### src/rtl/lsu_pkg.sv
// ---------------------------------------------------------------------------
// lsu_pkg
//
// Shared definitions for the load/store initiator:
//   - access size encodings as they arrive on req_size
//   - FSM state enumeration used by lsu_master
//   - lane masks that describe how many bits a sub-word access touches
//   - small helpers for size normalisation and alignment checks
//
// No ports; imported by lsu_master and lsu_lane_align.
// ---------------------------------------------------------------------------
package lsu_pkg;

    // Access size encodings. The fourth code is reserved and behaves as a word.
    localparam logic [1:0] SIZE_B = 2'b00;
    localparam logic [1:0] SIZE_H = 2'b01;
    localparam logic [1:0] SIZE_W = 2'b10;
    localparam logic [1:0] SIZE_R = 2'b11;

    // Right-justified lane masks, shifted into place by the byte offset.
    localparam logic [31:0] LANE_MASK_B = 32'h0000_00FF;
    localparam logic [31:0] LANE_MASK_H = 32'h0000_FFFF;
    localparam logic [31:0] LANE_MASK_W = 32'hFFFF_FFFF;

    // Controller states.
    typedef enum logic [2:0] {
        IDLE     = 3'd0,
        LOAD     = 3'd1,
        RMW_READ = 3'd2,
        WRITE    = 3'd3,
        RESP     = 3'd4
    } state_t;

    // Fold the reserved size code onto a plain word so everything downstream
    // only ever sees three sizes.
    function automatic logic [1:0] norm_size(input logic [1:0] size);
        return (size == SIZE_R) ? SIZE_W : size;
    endfunction

    // True when the byte offset does not sit on the natural boundary of the
    // access size. Bytes can never be misaligned.
    function automatic logic is_misaligned(input logic [1:0] size,
                                           input logic [1:0] offset);
        logic mis;
        case (size)
            SIZE_B:  mis = 1'b0;
            SIZE_H:  mis = offset[0];
            default: mis = (offset != 2'b00);
        endcase
        return mis;
    endfunction

    // Right-justified mask for an access of the given (normalised) size.
    function automatic logic [31:0] lane_mask(input logic [1:0] size);
        logic [31:0] m;
        case (size)
            SIZE_B:  m = LANE_MASK_B;
            SIZE_H:  m = LANE_MASK_H;
            default: m = LANE_MASK_W;
        endcase
        return m;
    endfunction

endpackage

### src/rtl/lsu_lane_align.sv
// ---------------------------------------------------------------------------
// lsu_lane_align
//
// Purely combinational byte-lane steering for the load/store initiator.
//   Store side: merges right-justified store data into an existing memory
//   word at the lane(s) selected by size and byte offset (little-endian,
//   byte 0 = bits [7:0]). A word access replaces the whole word.
//   Load side: pulls the addressed byte/half out of a memory word and sign-
//   or zero-extends it; words pass through unchanged.
//
// Ports:
//   old_word    in  32  word previously read from memory
//   wdata       in  32  store data, right-justified
//   size        in  2   normalised access size (byte/half/word)
//   offset      in  2   byte offset within the word (already aligned)
//   is_unsigned in  1   zero-extend loads when set
//   merged      out 32  word to be written back for a store
//   extracted   out 32  extended load result
// ---------------------------------------------------------------------------
module lsu_lane_align
    import lsu_pkg::*;
(
    input  logic [31:0] old_word,
    input  logic [31:0] wdata,
    input  logic [1:0]  size,
    input  logic [1:0]  offset,
    input  logic        is_unsigned,
    output logic [31:0] merged,
    output logic [31:0] extracted
);

    logic [4:0]  shamt;
    logic [31:0] base_mask;
    logic [31:0] placed_mask;
    logic [31:0] shifted;

    assign shamt = {offset, 3'b000};

    // Store merge: clear the target lanes in the old word, then OR in the
    // store data after trimming it to the access width and moving it to the
    // addressed lane. For a word the mask is all ones and the shift is zero,
    // so the result is simply the store data.
    always_comb begin
        base_mask   = lane_mask(size);
        placed_mask = base_mask << shamt;
        merged      = (old_word & ~placed_mask) | ((wdata & base_mask) << shamt);
    end

    // Load extract: bring the addressed lane down to bit 0, then extend.
    // Sign extension is suppressed by is_unsigned; words ignore it.
    always_comb begin
        shifted = old_word >> shamt;
        case (size)
            SIZE_B:  extracted = {{24{~is_unsigned & shifted[7]}},  shifted[7:0]};
            SIZE_H:  extracted = {{16{~is_unsigned & shifted[15]}}, shifted[15:0]};
            default: extracted = old_word;
        endcase
    end

endmodule

### src/rtl/lsu_master.sv
// ---------------------------------------------------------------------------
// lsu_master
//
// Load/store initiator for the multicycle core. Takes one load or store
// command at a time from execute and drives a word-wide data memory with a
// combinational read port. Sub-word stores are done as read-modify-write
// because the memory only writes whole 32-bit words.
//
// Latency from the accepting edge to the rsp_valid cycle:
//   fault 1, load 2, word store 2, byte/half store 3.
// A command is only accepted in IDLE, so back-to-back commands always see
// one IDLE cycle between them.
//
// Build option:
//   LSU_MISALIGN_TRAP_EN  defined   -> misaligned accesses complete with
//                                      rsp_fault=1 and never touch memory
//                         undefined -> rsp_fault is 0, the address is forced
//                                      to natural alignment and the access
//                                      proceeds normally
//
// Ports:
//   clock          in   1       system clock, rising edge
//   reset          in   1       asynchronous active-high reset
//   req_valid      in   1       command present
//   req_ready      out  1       command accepted when valid & ready
//   req_write      in   1       1 = store, 0 = load
//   req_size       in   2       00 byte, 01 half, 10 word, 11 treated as word
//   req_unsigned   in   1       zero-extend loads
//   req_addr       in   ADDR_W  byte address
//   req_wdata      in   32      store data, right-justified
//   rsp_valid      out  1       single-cycle completion pulse
//   rsp_rdata      out  32      extended load data, 0 for stores and faults
//   rsp_fault      out  1       misaligned access, valid with rsp_valid
//   mem_address    out  ADDR_W  word-aligned byte address
//   mem_writeInput out  32      full word to write
//   mem_Wmem       out  1       memory write enable
//   mem_Dout       in   32      combinational read data for mem_address
// ---------------------------------------------------------------------------
module lsu_master
    import lsu_pkg::*;
#(
    parameter int ADDR_W = 32
) (
    input  logic              clock,
    input  logic              reset,
    input  logic              req_valid,
    output logic              req_ready,
    input  logic              req_write,
    input  logic [1:0]        req_size,
    input  logic              req_unsigned,
    input  logic [ADDR_W-1:0] req_addr,
    input  logic [31:0]       req_wdata,
    output logic              rsp_valid,
    output logic [31:0]       rsp_rdata,
    output logic              rsp_fault,
    output logic [ADDR_W-1:0] mem_address,
    output logic [31:0]       mem_writeInput,
    output logic              mem_Wmem,
    input  logic [31:0]       mem_Dout
);

    state_t            state_q;
    state_t            state_d;

    logic              write_q;
    logic              unsigned_q;
    logic              fault_q;
    logic [1:0]        size_q;
    logic [ADDR_W-1:0] addr_q;
    logic [31:0]       wdata_q;
    logic [31:0]       data_q;

    logic              accept;
    logic [1:0]        req_size_n;
    logic              req_fault;
    logic [ADDR_W-1:0] req_addr_eff;
    logic [ADDR_W-1:0] word_addr;
    logic [31:0]       merged_word;
    logic [31:0]       load_value;

    assign accept     = req_valid && (state_q == IDLE);
    assign req_size_n = norm_size(req_size);
    assign word_addr  = {addr_q[ADDR_W-1:2], 2'b00};

`ifdef LSU_MISALIGN_TRAP_EN
    // Misaligned commands are flagged at accept time and short-circuit to
    // RESP; the address is kept as given so the fault is reported faithfully.
    assign req_fault    = is_misaligned(req_size_n, req_addr[1:0]);
    assign req_addr_eff = req_addr;
`else
    // Without trapping, misaligned commands are silently rounded down to
    // their natural boundary and run like any aligned access.
    assign req_fault = 1'b0;

    always_comb begin
        req_addr_eff = req_addr;
        if (req_size_n == SIZE_H) begin
            req_addr_eff[0] = 1'b0;
        end else if (req_size_n == SIZE_W) begin
            req_addr_eff[1:0] = 2'b00;
        end
    end
`endif

    // Lane steering lives in its own block: merge for the WRITE cycle of a
    // store, extract/extend for the RESP cycle of a load. Both work from the
    // word captured in data_q, so nothing here depends on live memory data.
    lsu_lane_align u_lane_align (
        .old_word    (data_q),
        .wdata       (wdata_q),
        .size        (size_q),
        .offset      (addr_q[1:0]),
        .is_unsigned (unsigned_q),
        .merged      (merged_word),
        .extracted   (load_value)
    );

    // State register. Reset is asynchronous so an in-flight store is
    // abandoned the moment reset rises; mem_Wmem is decoded from state and
    // therefore drops in the same cycle.
    always_ff @(posedge clock or posedge reset) begin
        if (reset) begin
            state_q <= IDLE;
        end else begin
            state_q <= state_d;
        end
    end

    // Command and data registers. The whole command is captured on accept so
    // the requester is free to change its inputs while we work. The memory
    // word is captured at the end of LOAD (for the load result) and at the
    // end of RMW_READ (as the base for the sub-word merge).
    always_ff @(posedge clock or posedge reset) begin
        if (reset) begin
            write_q    <= 1'b0;
            unsigned_q <= 1'b0;
            fault_q    <= 1'b0;
            size_q     <= SIZE_B;
            addr_q     <= '0;
            wdata_q    <= '0;
            data_q     <= '0;
        end else begin
            if (accept) begin
                write_q    <= req_write;
                unsigned_q <= req_unsigned;
                fault_q    <= req_fault;
                size_q     <= req_size_n;
                addr_q     <= req_addr_eff;
                wdata_q    <= req_wdata;
            end
            if ((state_q == LOAD) || (state_q == RMW_READ)) begin
                data_q <= mem_Dout;
            end
        end
    end

    // Next-state and output decode. Every output defaults to its idle value
    // so the memory bus reads as zero outside the three memory states, and
    // the response bus reads as zero outside RESP.
    always_comb begin
        state_d        = state_q;
        req_ready      = 1'b0;
        rsp_valid      = 1'b0;
        rsp_rdata      = '0;
        rsp_fault      = 1'b0;
        mem_address    = '0;
        mem_writeInput = '0;
        mem_Wmem       = 1'b0;

        case (state_q)
            IDLE: begin
                req_ready = 1'b1;
                if (req_valid) begin
                    if (req_fault) begin
                        state_d = RESP;
                    end else if (!req_write) begin
                        state_d = LOAD;
                    end else if (req_size_n == SIZE_W) begin
                        state_d = WRITE;
                    end else begin
                        state_d = RMW_READ;
                    end
                end
            end

            LOAD: begin
                mem_address = word_addr;
                state_d     = RESP;
            end

            RMW_READ: begin
                mem_address = word_addr;
                state_d     = WRITE;
            end

            WRITE: begin
                mem_address    = word_addr;
                mem_writeInput = merged_word;
                mem_Wmem       = 1'b1;
                state_d        = RESP;
            end

            RESP: begin
                rsp_valid = 1'b1;
                if (!write_q && !fault_q) begin
                    rsp_rdata = load_value;
                end
`ifdef LSU_MISALIGN_TRAP_EN
                rsp_fault = fault_q;
`endif
                state_d = IDLE;
            end

            default: begin
                state_d = IDLE;
            end
        endcase
    end

endmodule

### config.mk
export PLATFORM = sky130hd
export DESIGN_NAME = lsu_master
export DESIGN_NICKNAME = d
export VERILOG_FILES = /design/src/rtl/lsu_pkg.sv /design/src/rtl/lsu_lane_align.sv /design/src/rtl/lsu_master.sv
export SDC_FILE = /design/constraint.sdc
export NUM_CORES = 1
export LEC_CHECK = 0
export CAP_MARGIN = 5
export CORE_MARGIN = 2
export CORE_UTILIZATION = 50
export CTS_BUF_LIST = sky130_fd_sc_hd__clkbuf_4 sky130_fd_sc_hd__clkbuf_8 sky130_fd_sc_hd__clkbuf_16
export DETAILED_ROUTE_END_ITERATION = 8
export PLACE_DENSITY = 0.95
export SKIP_CTS_REPAIR_TIMING = 1
export SLEW_MARGIN = 25
export SYNTH_ARGS = -nofsm -noshare
export SYNTH_HDL_FRONTEND = slang
export SYNTH_SLANG_ARGS = --single-unit
export TNS_END_PERCENT = 100
### constraint.sdc
create_clock -name clock -period 10.8 [get_ports clock]
set_input_delay 3.24 -clock clock [delete_from_list [all_inputs] [get_ports clock]]
set_output_delay 3.24 -clock clock [all_outputs]
set_load 0.02 [all_outputs]
== After elaboration in Yosys (flattened, before gate mapping) ==
Cells that the tools add are included.

* Shifts and indexed selects: 3
* $lt $le $gt $ge: 0
* Multipliers: 0
* Divide/modulo/power cells: 0
* Mux-type cells: 17
* Bitwise logic cells: 7
* Reductions and logical operators: 6
* Equal/unequal tests: 9
* Add/sub/neg operators: 0

{| class="wikitable"
|+ Operators by type and width
! operator !! number
|-
| $mux W32 || 4
|-
| $pmux W32 S2 || 2
|-
| $and A32 B32 Y32 || 2
|-
| $shl A32 B5 Y32 || 2
|-
| $not A32 Y32 || 1
|-
| $or A32 B32 Y32 || 1
|-
| $shr A32 B5 Y16 || 1
|-
| $pmux W3 S3 || 1
|-
| $eq A3 B2 Y1 const B || 2
|-
| $mux W1 || 6
|-
| $mux W2 || 3
|-
| $eq A2 B1 Y1 const B || 2
|-
| $eq A2 B2 Y1 const B || 2
|-
| $eq A3 B1 Y1 const B || 1
|-
| $eq A3 B3 Y1 const B || 1
|-
| $logic_not A3 Y1 || 1
|-
| $mux W3 || 1
|-
| $reduce_or A3 Y1 || 1
|-
| $and A1 B1 Y1 || 2
|-
| $logic_not A2 Y1 || 1
|-
| $ne A2 B2 Y1 const B || 1
|-
| $reduce_or A2 Y1 || 1
|-
| $logic_and A1 B1 Y1 || 1
|-
| $logic_or A1 B1 Y1 || 1
|-
| $not A1 Y1 || 1
|}

* Bits in registers: 103
* Memories kept: 0
* Memory bits (writable): 0
* ROM bits: 0
* Output and inout port bits: 100
* Input bits: 103
* Bits in latches: 0
* Word-level logic and storage cells: 49

== Longest topological paths before layout ==
Gate-level depths: netlist of run 1.

* Word-level depth: 7
* Mapped depth: 7
* Gate-level depth less buffers: 4

== Modules after synthesis ==
A second synthesis of run 1 with hierarchy kept.

* Cells, all modules: 615
* Area total of the unflattened synthesis: 6,259.8 um^2

{| class="wikitable"
|+ By module, submodules not included
! module !! seq. area each (um^2) !! times used !! cells an instance !! area each (um^2)
|-
| lsu_master || 2,577.5 || 1 || 349 || 4,594.4
|-
| lsu_lane_align || 0.0 || 1 || 266 || 1,665.3
|}

== Worst setup path after synthesis of run 1 ==
No wires, ideal clock.

* Path type: register to output
* From: register state_q[0]
* To: output port rsp_rdata[7]
* Path slack: 5.888 ns
* Buffers on the path: 2
* Data required time: 7.560 ns
* Stages on the path, launching flop included: 7
* Arrival: 1.672 ns
* Path through: dfrtp_1 > buf_6 > nor2_1 > and2_1 > nand2b_1 > buf_1 > a221oi_1

* Cells in the longest elaborated chain, start to end: 2

{| class="wikitable"
|+ RTL lines
! what !! RTL line !! RTL
|-
| start, declared || lsu_master.sv:62 || <nowiki>state_t state_q;</nowiki>
|-
| start signal, assigned || lsu_master.sv:125 || <nowiki>state_q <= state_d;</nowiki>
|-
| $eq A3 B3 Y1 || lsu_master.sv:170 || <nowiki>case (state_q)</nowiki>
|-
| $mux W32 || lsu_master.sv:170 ||
|-
| end, declared || lsu_master.sv:54 || <nowiki>output logic [31:0] rsp_rdata,</nowiki>
|}

Every way passes these cells.

== Worst setup path after layout of run 1 ==
* From: register addr_q[0]
* To: output port mem_writeInput[16]

* Cells in the longest elaborated chain, start to end: 5
* Elaborated cells on any way between the ends: 6

{| class="wikitable"
|+ RTL lines
! what !! RTL line !! RTL
|-
| start, declared || lsu_master.sv:69 || <nowiki>logic [ADDR_W-1:0] addr_q;</nowiki>
|-
| start signal, assigned || lsu_master.sv:148 || <nowiki>addr_q <= req_addr_eff;</nowiki>
|-
| $shl A32 B5 Y32 || lsu_lane_align.sv:45 || <nowiki>placed_mask = base_mask << shamt;</nowiki>
|-
| $not A32 Y32 || lsu_lane_align.sv:46 || <nowiki>merged = (old_word & ~placed_mask) | ((wdata & base_mask) << shamt);</nowiki>
|-
| $and A32 B32 Y32 || lsu_lane_align.sv:46 ||
|-
| $or A32 B32 Y32 (*) || lsu_lane_align.sv:46 ||
|-
| $mux W32 (*) || lsu_master.sv:170 ||
|-
| end, declared || lsu_master.sv:57 || <nowiki>output logic [31:0] mem_writeInput,</nowiki>
|}

Every way passes the cells marked *; elsewhere a longest branch is shown, timed or not.

==> summary.md, run 1 <==
| Metric | Value |
|---|---|
| Ant diodes | `0` |
| Critical-path top delay cell | `clkdlybuf4s50_1` |
| Pint | `0.001453 W` |
| CTS tree | `done` |
| Commonest cells post-synth | `dfrtp_1, mux2_2, nand2_1, o21ai_0, a21oi_1` |
| Inserted Clock Buffers | `9` |
| Synth top area cells | `dfrtp_1, mux2_2, nand2_1` |
| Syn Std Cell Area | `0.005869 mm²` |
| DR pass1 iterations | `9` |
| Clock transition at path regs | `0.07 ns` |
| Register area share after synthesis | `0.4391` |
| Die Wd | `112.3 µm` |
| Vias | `5180` |
| Slowest stage delay, CP | `0.66 ns` |
| 1st-iter DRT viols | `711` |
| Synth-to-layout area growth | `37.71%` |
| Die ar. | `0.01262 mm²` |
| Top Ports | `203` |
| Final hold vios | `0` |
| Gate power share | `0.547` |
| Finish-stage setup viols | `0` |
| YS warnings | `0` |
| Tcrit/Tclk final | `0.5891` |
| Startpoint types | `register` |
| Clock Latency Late Sink | `0.35 ns` |
| GRT overflow | `0` |
| CTS max path bufs | `2` |
| Worst EP arrival | `3.12 ns` |
| Critical path peak fanout | `52` |
| RSZ-0062 raised after global routing | `no` |
| Most numerous cell in the Yosys netlist | `dfrtp_1` |
| Dpl hpwl | `13.57 mm` |
| Die H | `112.3 µm` |
| Vias/cell | `5.814` |
| Asr flop ratio synth | `1.000` |
| Vias in the first global route | `5275` |
| Core ar. | `0.01142 mm²` |
| Port Buffers | `199` |
| Clock Power Share | `0.133` |
| Syn_area_per_cell | `10.23 µm²` |
| Count of cell types in the netlist | `45` |
| Initial Utilization | `0.5140` |
| Net count, final | `846` |
| Final setup margin | `4.438 ns` |
| Worst Max-Slew Pin Slew | `0.9169 ns` |
| H-tree depth | `3` |
| Layout Skew | `0.009253 ns` |
| Largest net degree at the start of global routing | `81` |
| Max-slew violations | `0` |
| Register share of total power | `0.319` |
| Period minus WS final | `6.362 ns` |
| Setup Total Neg Slack | `0 ns` |
| Ys flop type | `dfrtp_1` |
| GRT Total Usage | `0.2901` |
| Row count | `39` |
| Crit path buffers/inverters | `2` |
| Worst relative slew slack | `0.3887` |
| DRC | `0` |
| Fmax | `0.1572 GHz` |
| Biggest area consumer among synthesized cells | `dfrtp_1` |
| #FFs+latches synth | `103` |
| Layout cell share with drive strength beyond 1 | `0.1885` |
| First-pass GRT wire length | `28.48 mm` |
| Sw frac | `0.4352` |
| Pwr Density | `318.4 mW/mm²` |
| Worst vdd rail ir drop | `0.0001801 V` |
| Req. time, crit path | `7.56 ns` |
| Placement Setup Slack | `4.874 ns` |
| Critical path class | `reg2out` |
| Critical path, cell by cell | `buf_4, nor2b_1, and2_1, a22oi_1, a21oi_1, clkdlybuf4s50_1` |
| Clock sink total | `103` |
| Max_cap viols | `0` |
| CP endpoint kind | `primary output` |
| Routed Antenna Nets | `0` |
| Total Power | `0.002573 W` |
| Routed WL per cell | `20.35 µm` |
| Gpl congestion | `0.9159` |
| Initial antenna violation count | `0` |
| Switch Pwr | `0.001120 W` |
| CP top delay family | `buffers and inverters` |
| Pleak | `3.171 nW` |
| Status | `completed` |
| Routed WL | `18.13 mm` |
| Hold/Removal Path Class | `reg2reg` |
| Util after Layout | `0.7079` |
| Post-synth EDFFs | `0` |
| CTS Root Cell | `clkbuf_16` |
| Mapped Cells | `574` |
| Synth top area share | `0.4391` |
## worst reg2reg max path, delay by kind of cell (launching register included)
family	cells	cell delay, ns
buffers and inverters	1	0.66
muxes	1	0.48
and+or+nand+nor	2	0.38
DFF	1	0.52
## per-layer routing
| layer | global-route usage | share of wire | vias to the layer above |
|---|---|---|---|
| met5 | 0 | 0 | - |
| met4 | 0.1220 | 0.039 | 0 |
| met3 | 0.08153 | 0.094 | 56 |
| met2 | 0.4859 | 0.48 | 309 |
| met1 | 0.3538 | 0.38 | 2469 |
| li1 | - | - | 2346 |
## cell families after synthesis
kind of cell	share of synthesized area
AOI/OAI and AO/OA	0.1473
xor gates and xnor gates	0.001492
buffers and inverters	0.06225
DFF	0.4391
muxes	0.2134
other	0.0006389
and+or+nand+nor	0.1358
## stage by stage
step | instances | hold WS [ns] | cell area, µm²
2_1_floorplan | 576 | 0.4489 | 5877
4_1_cts | 891 | 0.4993 | 8074
3_3_place_gp | 875 | 0.4603 | 7761
3_5_place_dp | 875 | 0.4727 | 7761
5_1_grt | 891 | 0.5113 | 8083
6_report | 891 | 0.4975 | 8083
## layout make-up
type                    instances  area [µm²]
flip-flops and latches        103        2577
multi-input cells             416        2940
clock inverters                 6       73.82
repair buffers                205        2041
fillers                       815        3336
well taps                     143       178.9
inverters                       8       32.53
clock buffers                  10       239.0
## power by group through the flow
stage | Combinational [W] | Clock [W] | Sequential [W]
floorplan | 0.00107 | 0 | 0.000695
global placement | 0.00135 | 0 | 0.000800
detailed placement | 0.00139 | 0 | 0.000816
CTS | 0.00141 | 0.000347 | 0.000812
global route | 0.00152 | 0.000364 | 0.000843
finish | 0.00141 | 0.000343 | 0.000822
## placed cells by master, fill, tap and decap left out, drive strengths merged
master,Yosys,final
clkdlybuf4s50,0,199
dfrtp,103,103
mux2,102,102
nand2,67,67
o21ai,56,56
a21oi,42,42
and2,40,40
nor2,35,35
inv,8,11
mux2i,10,10
clkbuf,13,10
a22oi,9,9
o22ai,8,8
a222oi,8,8
a22o,8,8
buf,36,6
nor3,5,5
nor2b,4,4
nand3b,3,3
nand2b,3,3
conb,1,3
nand3,3,3
a221oi,2,2
clkinvlp,0,2
or2,2,2
o31ai,2,2
xnor2,1,1
nor4b,1,1
o2bb2ai,1,1
a21o,1,1
bufinv,0,1
## final timing paths
| check | start | end | slack [ns] | cells past startpoint |
|---|---|---|---|---|
| max in group asynchronous | reset | data_q[14]$_DFFE_PP0P_ | 6.62 | 3 |
| worst max register to register | state_q[1]$_DFFE_PP0P_ | wdata_q[26]$_DFFE_PP0P_ | 8.64 | 4 |
| min in group asynchronous | reset | addr_q[16]$_DFFE_PP0P_ | 3.19 | 2 |
| worst min-delay path | addr_q[31]$_DFFE_PP0P_ | addr_q[31]$_DFFE_PP0P_ | 0.50 | 1 |
| worst max-delay path | addr_q[0]$_DFFE_PP0P_ | mem_writeInput[16] | 4.44 | 6 |
| worst min register to register | addr_q[31]$_DFFE_PP0P_ | addr_q[31]$_DFFE_PP0P_ | 0.50 | 1 |
## state kept, by name, summed over array words and instances, names as in the netlist
name and cells:
addr_q 32, data_q 32, wdata_q 32, state_q 3, size_q 2, unsigned_q 1
write_q 1
Power figures use the tool's default switching activity.
==> inputs of run 2 (changes only) <==
Settings changed: CORE_UTILIZATION 50 to 42, PLACE_DENSITY 0.95 to 0.9.
Clock period 10.8 ns to 5.19 ns, I/O delays scaled along.
==> summary.md, run 2 (synthesis results as in run 1) <==
| Metric | Value |
|---|---|
| Pwr Density | `655.1 mW/mm² (+110%)` |
| Grt met3 use | `0.06738 (-0.01415)` |
| Hold EP | `addr_q[11]$_DFFE_PP0P_` |
| CTS max path bufs | `2 (unchanged)` |
| Tcrit/Tclk final | `0.9242` |
| CTS Root Cell | `clkbuf_16` |
| Critical-path top delay cell | `dfrtp_1` |
| Finish-stage setup viols | `0 (unchanged)` |
| Commonest non-fill, non-tap cell in the layout | `clkdlybuf4s50_1` |
| CP top delay family | `compound AO/OA/AOI/OAI gates` |
| DRC | `0 (unchanged)` |
| Dpl hpwl | `13.36 mm (-1.5%)` |
| Req. time, crit path | `3.63 ns (-3.93 ns)` |
| Die ar. | `0.01494 mm² (+18%)` |
| Inserted Clock Buffers | `9 (unchanged)` |
| RSZ-0062 raised after global routing | `no` |
| Met1 usage | `0.3305 (-0.02322)` |
| Util after Layout | `0.5898 (-0.1180)` |
| Slowest stage delay, CP | `0.88 ns (+0.22 ns)` |
| Worst vdd rail ir drop | `0.0002900 V (+61%)` |
| Layout Skew | `0.004764 ns (-0.004489 ns)` |
| Top Ports | `203 (unchanged)` |
| Hold depth | `1 (unchanged)` |
| Setup Total Neg Slack | `0 ns (unchanged)` |
| Min-delay src | `addr_q[11]$_DFFE_PP0P_` |
| Final hold vios | `0 (unchanged)` |
| Startpoint types | `register` |
| Gr busiest metal | `met2` |
| Routed WL per cell | `19.49 µm (-4.2%)` |
| Port Buffers | `199 (unchanged)` |
| Vias | `5135 (-0.87%)` |
| Routed WL | `18.10 mm (-0.16%)` |
| Initial antenna violation count | `0 (unchanged)` |
| Vias/cell | `5.527 (-4.9%)` |
| Biggest regs | `addr_q x32, data_q x32, wdata_q x32` |
| Worst EP arrival | `3.24 ns (+0.12 ns)` |
| DR pass1 iterations | `6 (-3)` |
| Hold/Removal Path Class | `reg2reg` |
| Ant diodes | `0 (unchanged)` |
| Die Wd | `122.2 µm (+8.8%)` |
| Crit path buffers/inverters | `1 (-1)` |
| Gpl congestion | `0.9139 (-0.22%)` |
| R2R cell count | `4 (unchanged)` |
| Commonest cells after routing, fill and taps aside | `clkdlybuf4s50_1, dfrtp_1, mux2_2` |
| Routed Antenna Nets | `0 (unchanged)` |
| Synth-to-layout area growth | `38.41%` |
| Critical path class | `reg2out` |
| Row count | `43 (+10%)` |
| CTS tree | `done` |
| Clock sink total | `103 (unchanged)` |
| Max-slew violations | `0 (unchanged)` |
| Core ar. | `0.01377 mm² (+21%)` |
| Initial Utilization | `0.4261 (-0.08788)` |
| GRT Total Usage | `0.2466 (-0.04357)` |
| Worst Max-Slew Pin Slew | `1.018 ns (+0.1010 ns)` |
| Max_cap viols | `0 (unchanged)` |
| Fill count | `1218 (+49%)` |
| Final setup margin | `0.3933 ns (-4.044 ns)` |
| Vias in the first global route | `4924 (-6.7%)` |
| Pleak | `3.180 nW (+0.30%)` |
| Critical path, cell by cell | `mux2i_1, o21ai_0, a21oi_2, o21ai_0, clkdlybuf4s50_1` |
| Period minus WS final | `4.797 ns` |
| 1st-iter DRT viols | `667 (-6.2%)` |
| Hold slack | `0.4776 ns (-0.01993 ns)` |
| CP endpoint kind | `primary output` |
| Largest net degree at the start of global routing | `80 (-1.2%)` |
| Met2 Use GR | `0.3861 (-0.09983)` |
| First-pass GRT wire length | `27.70 mm (-2.7%)` |
| Total Power | `0.005322 W (+110%)` |
| Most Frequent Cell on Critical Path | `o21ai_0` |
| Worst relative slew slack | `0.3214 (-0.06736)` |
| Die H | `122.2 µm (+8.8%)` |
| Placement Setup Slack | `0.8168 ns (-4.058 ns)` |
| H-tree depth | `3 (unchanged)` |
| Critical path peak fanout | `28 (-46%)` |
| Reg-to-reg critical path endpoint | `wdata_q[12]$_DFFE_PP0P_` |
| Net count, final | `848 (+0.24%)` |
| Clock Latency Late Sink | `0.36 ns (about the same)` |
| Register-to-register setup slack | `3.00 ns (-5.64 ns)` |
| Status | `completed` |
| Clock transition at path regs | `0.07 ns (about the same)` |
| Layout cell share with drive strength beyond 1 | `0.1883 (-0.0002517)` |
| Reg2reg start | `state_q[0]$_DFFE_PP0P_` |
| GRT overflow | `0 (unchanged)` |
| Fmax | `0.2085 GHz` |
run 2: layout make-up:
cell class                      count  area [µm²]  area share
Inverter                            8       35.03    0.004312
Sequential cell                   103        2577      0.3173
Clock buffer                       10       239.0     0.02942
Multi-Input combinational cell    416        2938      0.3616
Timing Repair Buffer              207        2052      0.2526
Clock inverter                      5       57.56    0.007085
Tap cell                          180       225.2     0.02772
run 2: how the worst max path moves through the flow:
stage	from	end	cells after the start
floorplan	reset	addr_q[0]$_DFFE_PP0P_	1
global placement	addr_q[0]$_DFFE_PP0P_	rsp_rdata[31]	5
detailed placement	addr_q[0]$_DFFE_PP0P_	rsp_rdata[19]	5
CTS	addr_q[0]$_DFFE_PP0P_	rsp_rdata[19]	5
global route	addr_q[0]$_DFFE_PP0P_	rsp_rdata[19]	5
finish	addr_q[0]$_DFFE_PP0P_	rsp_rdata[19]	5
run 2: per-stage QoR:
stage | area (µm²) | std cells
6_report | 8124 | 929
3_5_place_dp | 7823 | 914
4_1_cts | 8119 | 929
3_3_place_gp | 7823 | 914
2_1_floorplan | 5877 | 576
5_1_grt | 8124 | 929
run 2: metal layers:
layer	share of wire	vias to the layer above
met1	0.41	2485
met3	0.087	34
li1	-	2360
met2	0.48	256
met4	0.027	0
met5	0	-
run 2: report_power, final:
part	switching [W]	internal (W)	total (W)
Combinational	0.00149	0.00141	0.00290
Sequential	0.000503	0.00122	0.00173
Clock	0.000308	0.000386	0.000694
